## src/rtl/sm4_host_ctrl.sv

```systemverilog
// Host-side initiator for the SM4 core: gathers 32-bit words into key/data blocks,
// sequences the core's control inputs and streams 128-bit results back as 32-bit words.
module sm4_host_ctrl #(
  parameter int TIMEOUT = 128,
  parameter int CNT_W   = 8
) (
  input  logic         top_clk,
  input  logic         top_rst,
  input  logic         in_valid,
  output logic         in_ready,
  input  logic [31:0]  in_word,
  input  logic [1:0]   in_op,
  output logic         out_valid,
  input  logic         out_ready,
  output logic [31:0]  out_word,
  output logic         out_last,
  output logic [1:0]   core_opcode,
  output logic [127:0] core_key,
  output logic [127:0] core_datain,
  output logic         core_handshake,
  output logic         core_last,
  input  logic         core_rk_complete,
  input  logic         core_data_complete,
  input  logic [127:0] core_dataout,
  output logic         key_loaded,
  output logic         err
);

  localparam logic [1:0]       OP_KEY  = 2'b00;
  localparam logic [1:0]       OP_PARK = 2'b10;
  localparam logic [CNT_W-1:0] T_MAX   = CNT_W'(TIMEOUT);
  localparam logic [CNT_W-1:0] T_LAST  = CNT_W'(TIMEOUT - 1);

  typedef enum logic [2:0] {
    IDLE,
    GATHER,
    KEY_RUN,
    KEY_ACK,
    DATA_RUN,
    DRAIN
  } state_t;

  state_t             state, state_next;
  logic [95:0]        asm_q;
  logic [1:0]         word_cnt;
  logic [1:0]         op_q;
  logic [CNT_W-1:0]   tcnt;
  logic [1:0]         idx;
  logic [127:0]       result_q;

  logic               in_fire;
  logic               out_fire;
  logic               tcnt_last;
  logic [127:0]       block;

  assign in_fire   = in_valid & in_ready;
  assign out_fire  = out_valid & out_ready;
  assign tcnt_last = (tcnt == T_LAST);
  assign block     = {asm_q, in_word};

  always_comb begin
    state_next = state;
    case (state)
      IDLE:     if (in_fire) state_next = GATHER;
      GATHER: begin
        if (in_fire && (word_cnt == 2'd3)) begin
          if (op_q == OP_KEY)              state_next = KEY_RUN;
          else if (op_q[0] && key_loaded)  state_next = DATA_RUN;
          else                             state_next = IDLE;
        end
      end
      KEY_RUN: begin
        if (core_rk_complete) state_next = KEY_ACK;
        else if (tcnt_last)   state_next = IDLE;
      end
      KEY_ACK:  state_next = IDLE;
      DATA_RUN: begin
        if (core_data_complete) state_next = DRAIN;
        else if (tcnt_last)     state_next = IDLE;
      end
      DRAIN:    if (out_fire && (idx == 2'd3)) state_next = IDLE;
      default:  state_next = IDLE;
    endcase
  end

  // Every output is registered; the opcode parks at 10 whenever the core is not busy
  // so its data path is cleared before the next block is applied.
  always_ff @(posedge top_clk) begin
    if (top_rst) begin
      state          <= IDLE;
      in_ready       <= 1'b0;
      out_valid      <= 1'b0;
      out_last       <= 1'b0;
      out_word       <= '0;
      core_opcode    <= OP_PARK;
      core_key       <= '0;
      core_datain    <= '0;
      core_handshake <= 1'b0;
      core_last      <= 1'b0;
      key_loaded     <= 1'b0;
      err            <= 1'b0;
      word_cnt       <= '0;
      tcnt           <= '0;
      idx            <= '0;
      op_q           <= '0;
      asm_q          <= '0;
      result_q       <= '0;
    end else begin
      state    <= state_next;
      in_ready <= (state_next == IDLE) || (state_next == GATHER);
      case (state)
        IDLE: begin
          if (in_fire) begin
            op_q     <= in_op;
            asm_q    <= {asm_q[63:0], in_word};
            word_cnt <= 2'd1;
          end
        end
        GATHER: begin
          if (in_fire) begin
            asm_q    <= {asm_q[63:0], in_word};
            word_cnt <= word_cnt + 2'd1;
            if (word_cnt == 2'd3) begin
              case (state_next)
                KEY_RUN: begin
                  core_key       <= block;
                  core_opcode    <= OP_KEY;
                  core_handshake <= 1'b1;
                  key_loaded     <= 1'b0;
                  tcnt           <= '0;
                end
                DATA_RUN: begin
                  core_datain <= block;
                  core_opcode <= op_q;
                  tcnt        <= '0;
                end
                default: err <= 1'b1;
              endcase
            end
          end
        end
        KEY_RUN: begin
          if (core_rk_complete) begin
            core_last      <= 1'b1;
            core_handshake <= 1'b0;
            core_opcode    <= OP_PARK;
            key_loaded     <= 1'b1;
          end else begin
            if (tcnt != T_MAX) tcnt <= tcnt + 1'b1;
            if (tcnt_last) begin
              err            <= 1'b1;
              core_opcode    <= OP_PARK;
              core_handshake <= 1'b0;
            end
          end
        end
        KEY_ACK: core_last <= 1'b0;
        DATA_RUN: begin
          if (core_data_complete) begin
            result_q    <= core_dataout;
            core_opcode <= OP_PARK;
            idx         <= 2'd0;
            out_valid   <= 1'b1;
            out_last    <= 1'b0;
            out_word    <= core_dataout[127:96];
          end else begin
            if (tcnt != T_MAX) tcnt <= tcnt + 1'b1;
            if (tcnt_last) begin
              err            <= 1'b1;
              core_opcode    <= OP_PARK;
              core_handshake <= 1'b0;
            end
          end
        end
        DRAIN: begin
          if (out_fire) begin
            if (idx == 2'd3) begin
              out_valid <= 1'b0;
              out_last  <= 1'b0;
            end else begin
              idx      <= idx + 2'd1;
              result_q <= {result_q[95:0], 32'h0};
              out_word <= result_q[95:64];
              out_last <= (idx == 2'd2);
            end
          end
        end
        default: ;
      endcase
    end
  end

endmodule

```

## config.mk

```make
export PLATFORM = sky130hd
export DESIGN_NAME = sm4_host_ctrl
export DESIGN_NICKNAME = d
export VERILOG_FILES = /design/src/rtl/sm4_host_ctrl.sv
export SDC_FILE = /design/constraint.sdc
export NUM_CORES = 1
export LEC_CHECK = 0
export CORE_MARGIN = 3
export CORE_UTILIZATION = 58
export CTS_BUF_LIST = sky130_fd_sc_hd__clkbuf_2
export DETAILED_ROUTE_END_ITERATION = 6
export DONT_BUFFER_PORTS = 1
export GPL_TIMING_DRIVEN = 0
export HOLD_SLACK_MARGIN = 0.1
export PLACE_DENSITY = 0.77
export SLEW_MARGIN = 25
export SYNTH_ARGS = -nofsm -noshare
export SYNTH_HDL_FRONTEND = slang
export SYNTH_SLANG_ARGS = --single-unit
export TNS_END_PERCENT = 30
```

## constraint.sdc

```tcl
create_clock -name top_clk -period 2.72 [get_ports top_clk]
set_clock_uncertainty 0.15 [all_clocks]
set_input_delay 0.544 -clock top_clk [delete_from_list [all_inputs] [get_ports top_clk]]
set_output_delay 0.544 -clock top_clk [all_outputs]
set_load 0.02 [all_outputs]
```

==> results.txt <==
Setup repair after global routing could not meet its margin everywhere. The number of antenna-violating nets in the routed design is 0. Relative to the synthesized area, the layout overhead comes to 21.1%. The net count of the finished layout is between 2000 and 3000. The maximum root-to-sink buffer count came out at 3. The fmax is about 0.38 GHz. The overall die height is roughly 190 microns. The total area inside the core boundary comes to between 30000 and 40000 sq um. The most used flip-flop cell after synthesis is sky130_fd_sc_hd__dfxtp_1. The number of DRC violations after detailed routing is 6. The average footprint of a synthesized cell came out at 8.18 sq um. The proportion of synthesized flip-flops having asynchronous set or reset came out at 0.

The wire length of the first global-routing pass is between 100000 and 150000 microns. The top-level port count is roughly 470. The detailed placer's ending HPWL came out at ~47000 microns. Headroom to the max-slew limit came out at 0.368. The distinct cell type count of the synthesized netlist came out at 45. The overall power consumption came out at ~13 mW.

The run finished, with violations left. The power per unit of standard cell area came out at between 500 and 600 nW/um^2. The static leakage power is around 8.4 nW. STA classifies the critical path endpoint as a flop. The synthesized design contains just over 500 register bits. The area of the die came out at between 30000 and 40000 sq um. For this run, the register share of the synthesized area comes to 0.542. Of the post-synthesis cell area, the dominant cell type holds 0.542.

Counting every net in the synthesized netlist gives about 2500. The placer congestion estimate came out at 0.923. The number of DRC markers after the initial detailed-route iteration came out at approximately 1600. Synthesis handed over a netlist of about 2300 instances.

The total detailed-routing wirelength came out at ~72000 microns. The number of fillers in the final layout is between 2000 and 2500. The all-layer global routing usage came out at 0.410. The share of total power dissipated in combinational logic is 0.055.

The final reports fail on design-rule violations. The final max-slew violation count is 0. Of all cell types, the one taking the most synthesized area is sky130_fd_sc_hd__dfxtp_1. The portion of total power attributed to the clock network came out at 0.372.

The vias after detailed routing is ~19000. At the placement stage, the worst setup path has a slack of -334 ps. The post-route worst setup slack is ~75 ps. Counting every sink on the clock net gives about 500.

The TritonCTS clock tree is yes. Data on the critical path is required at its endpoint by roughly 3500 ps. The total overflow reported by the global router is 0.

At the pin with the least slew margin, the transition time is between 900 and 1000 ps. Setup violations remaining at the end of the flow were counted as 0. The worst hold-check slack came out at slightly above 90 ps. The root buffer cell is sky130_fd_sc_hd__clkbuf_2. The worst setup path is launched from a flop.

Clock-pin slew was measured on the worst setup and hold paths at around 110 ps. The worst setup path category is reg2reg. The internal cell power is around 9.6 mW. The number of placement rows came out at 65.

The clock latency reported for the late side of the worst-skew pair came out at approximately 1100 ps. The post-route cell area is 22600 sq um. The number of global-route vias before repair came out at about 19000.

The slack of the worst reg-to-reg path is between 70 and 80 ps. The share of layout cells above drive strength 1 came out at 0.0942. The shortest period the worst path allows came out at 2650 ps. The total iterations of the first detailed-routing run is 7. In this run the worst hold path is classified as in2reg. After synthesis, the cell types taking the most area are sky130_fd_sc_hd__dfxtp_1 54%, sky130_fd_sc_hd__nand2_1 15%, sky130_fd_sc_hd__a21oi_1 11%, sky130_fd_sc_hd__mux2i_1 5.3%, sky130_fd_sc_hd__a211oi_1 3.9%. The via density per instance came out at approximately 6.

The maximum vdd ir drop came out at 0.357 mV. The horizontal die dimension came out at ~190 microns. The H-tree was split into 3 levels. The sequential share of power came out at 0.574. Port buffering added 0 buffers.

The initial antenna violation count is 11. The routed wirelength normalized by instance count came out at approximately 23 microns. The switching part of the total came out at 0.269. The count of warnings emitted by yosys is 0. Of the available clock period, the critical path in the final layout requires 0.972. Entering global routing, the biggest net connects 17 pins. The number of enable flip-flop cells after synthesis is 0. The TritonCTS buffer count came out at 120. The count of final hold-check violations was 0. The initial utilization of the core area, before any placement, comes to 0.591.

The netlist area before placement is 18700 sq um. The max capacitance violation total is 0. The instance area at placement is 19200 sq um.

The switching power total is roughly 3.5 mW. The critical-path maximum fanout is 10. The arrival time at the worst endpoint came out at 3420 ps.
-- critical path, cell delays in order, from the launching register on --
cell,delay [ps]
sky130_fd_sc_hd__dfxtp_2,400
sky130_fd_sc_hd__ha_2,230
sky130_fd_sc_hd__nand4_2,180
sky130_fd_sc_hd__or4_4,480
sky130_fd_sc_hd__a211oi_4,320
sky130_fd_sc_hd__a211o_1,230
sky130_fd_sc_hd__buf_6,170
sky130_fd_sc_hd__nand2_1,110
sky130_fd_sc_hd__a311oi_1,280
-- power groups by stage --
stage,registers [mW],logic [mW],clock network [mW]
floorplan,7.65,0.244,0
global placement,7.68,0.339,0
detailed placement,7.68,0.348,0
CTS,7.51,0.660,4.77
global route,7.52,0.753,5.21
finish,7.51,0.715,4.87
-- cell type report --
cell class / count / area [sq um] / share of cell area
repair buffers: 231 / 2310 / 0.102
plain buffers: 183 / 779 / 0.0344
diodes: 12 / 30.0 / 0.00133
clock inverters: 24 / 156 / 0.00691
flip-flops and latches: 506 / 10100 / 0.448
well taps: 402 / 503 / 0.0222
multi-input cells: 1587 / 7860 / 0.347
inverters: 7 / 26.3 / 0.00116
clock buffers: 168 / 841 / 0.0371
-- registers in the layout, summed over array words and instances, names as in the netlist, 3 cells and up --
name	cells
core_key	128
result_q	96
core_datain	128
out_word	32
state	3
asm_q	96
tcnt	8
-- timing repair --
item,CTS,global route
setup buffers,0,2
endpoints found under the hold margin,299,1
pin swaps,1,2
hold buffers,228,1
resized for setup,12,51
gates cloned,0,0
setup endpoints to repair,318,303
-- cells in the final DEF (no fill, tap or decap), types with 5 or more instances in the layout --
| cell | Yosys | layout |
|---|---|---|
| sky130_fd_sc_hd__clkinv_1 | 0 | 16 |
| sky130_fd_sc_hd__diode_2 | 0 | 12 |
| sky130_fd_sc_hd__clkbuf_4 | 0 | 5 |
| sky130_fd_sc_hd__nor2_1 | 120 | 119 |
| sky130_fd_sc_hd__o21ai_0 | 8 | 8 |
| sky130_fd_sc_hd__inv_1 | 7 | 7 |
| sky130_fd_sc_hd__buf_2 | 34 | 32 |
| sky130_fd_sc_hd__a31oi_1 | 5 | 5 |
| sky130_fd_sc_hd__dlygate4sd3_1 | 0 | 229 |
| sky130_fd_sc_hd__buf_1 | 14 | 11 |
| sky130_fd_sc_hd__nand3_1 | 45 | 45 |
| sky130_fd_sc_hd__a21oi_1 | 404 | 401 |
| sky130_fd_sc_hd__a211oi_1 | 98 | 97 |
| sky130_fd_sc_hd__dfxtp_1 | 506 | 504 |
| sky130_fd_sc_hd__clkbuf_2 | 0 | 186 |
| sky130_fd_sc_hd__nor3_1 | 7 | 6 |
| sky130_fd_sc_hd__mux2i_1 | 98 | 96 |
| sky130_fd_sc_hd__nand2_1 | 751 | 751 |
| sky130_fd_sc_hd__clkbuf_1 | 135 | 115 |
-- layer usage --
| layer | global-route usage | routed length, microns | vias up | share of wire |
|---|---|---|---|---|
| met1 | 0.436 | 24800 | 8769 | 0.34 |
| met2 | 0.658 | 32900 | 1412 | 0.45 |
| met5 | 0 | 25 | - | 0.00035 |
| li1 | - | - | 8388 | - |
| met4 | 0.269 | 5530 | 4 | 0.076 |
| met3 | 0.186 | 9140 | 455 | 0.13 |
-- kinds of logic (layout without fill, tap and decap cells) --
family	after synthesis	count (layout)	synth area share
AO/OA/AOI/OAI	533	533	0.160
buffers and inverters	191	613	0.0411
multiplexers	98	98	0.0525
other	0	12	0
flip-flops	506	506	0.542
adder cells (fa/ha/maj)	5	5	0.00335
AND/OR/NAND/NOR	951	951	0.201
-- path summary, 6_finish.rpt --
kind                         start             to  depth (start not counted)
setup / recovery           tcnt[0]        tcnt[0]                          8
hold / removal    core_dataout[70]   result_q[70]                          3
setup reg to reg           tcnt[0]        tcnt[0]                          8
hold reg to reg          asm_q[91]  core_key[123]                          2
-- through the flow --
stage | utilization | TNS [ps] | cells
floorplan | - | 0 | 2284
global placement | 0.606 | -20140 | 2686
detailed placement | 0.607 | -29030 | 2686
CTS | 0.711 | 0 | 3106
global route | 0.715 | -46.0 | 3116
finish | 0.715 | 0 | 3120
-- cells in the mapped netlist (2+ instances only) --
cell                       number
sky130_fd_sc_hd__a211o_1        2
sky130_fd_sc_hd__a211oi_1      98
sky130_fd_sc_hd__a21o_1         3
sky130_fd_sc_hd__a21oi_1      404
sky130_fd_sc_hd__a311oi_1       3
sky130_fd_sc_hd__a31oi_1        5
sky130_fd_sc_hd__and2_1         2
sky130_fd_sc_hd__buf_1         14
sky130_fd_sc_hd__buf_2         34
sky130_fd_sc_hd__clkbuf_1     135
sky130_fd_sc_hd__dfxtp_1      506
sky130_fd_sc_hd__ha_1           5
sky130_fd_sc_hd__inv_1          7
sky130_fd_sc_hd__mux2i_1       98
sky130_fd_sc_hd__nand2_1      751
sky130_fd_sc_hd__nand2b_1       3
sky130_fd_sc_hd__nand3_1       45
sky130_fd_sc_hd__nand3b_1       4
sky130_fd_sc_hd__nand4b_1       2
sky130_fd_sc_hd__nor2_1       120
sky130_fd_sc_hd__nor2b_1        3
sky130_fd_sc_hd__nor3_1         7
sky130_fd_sc_hd__o21ai_0        8
sky130_fd_sc_hd__o22ai_1        2
sky130_fd_sc_hd__or3_1          3
(Power assumes the default switching activity.)
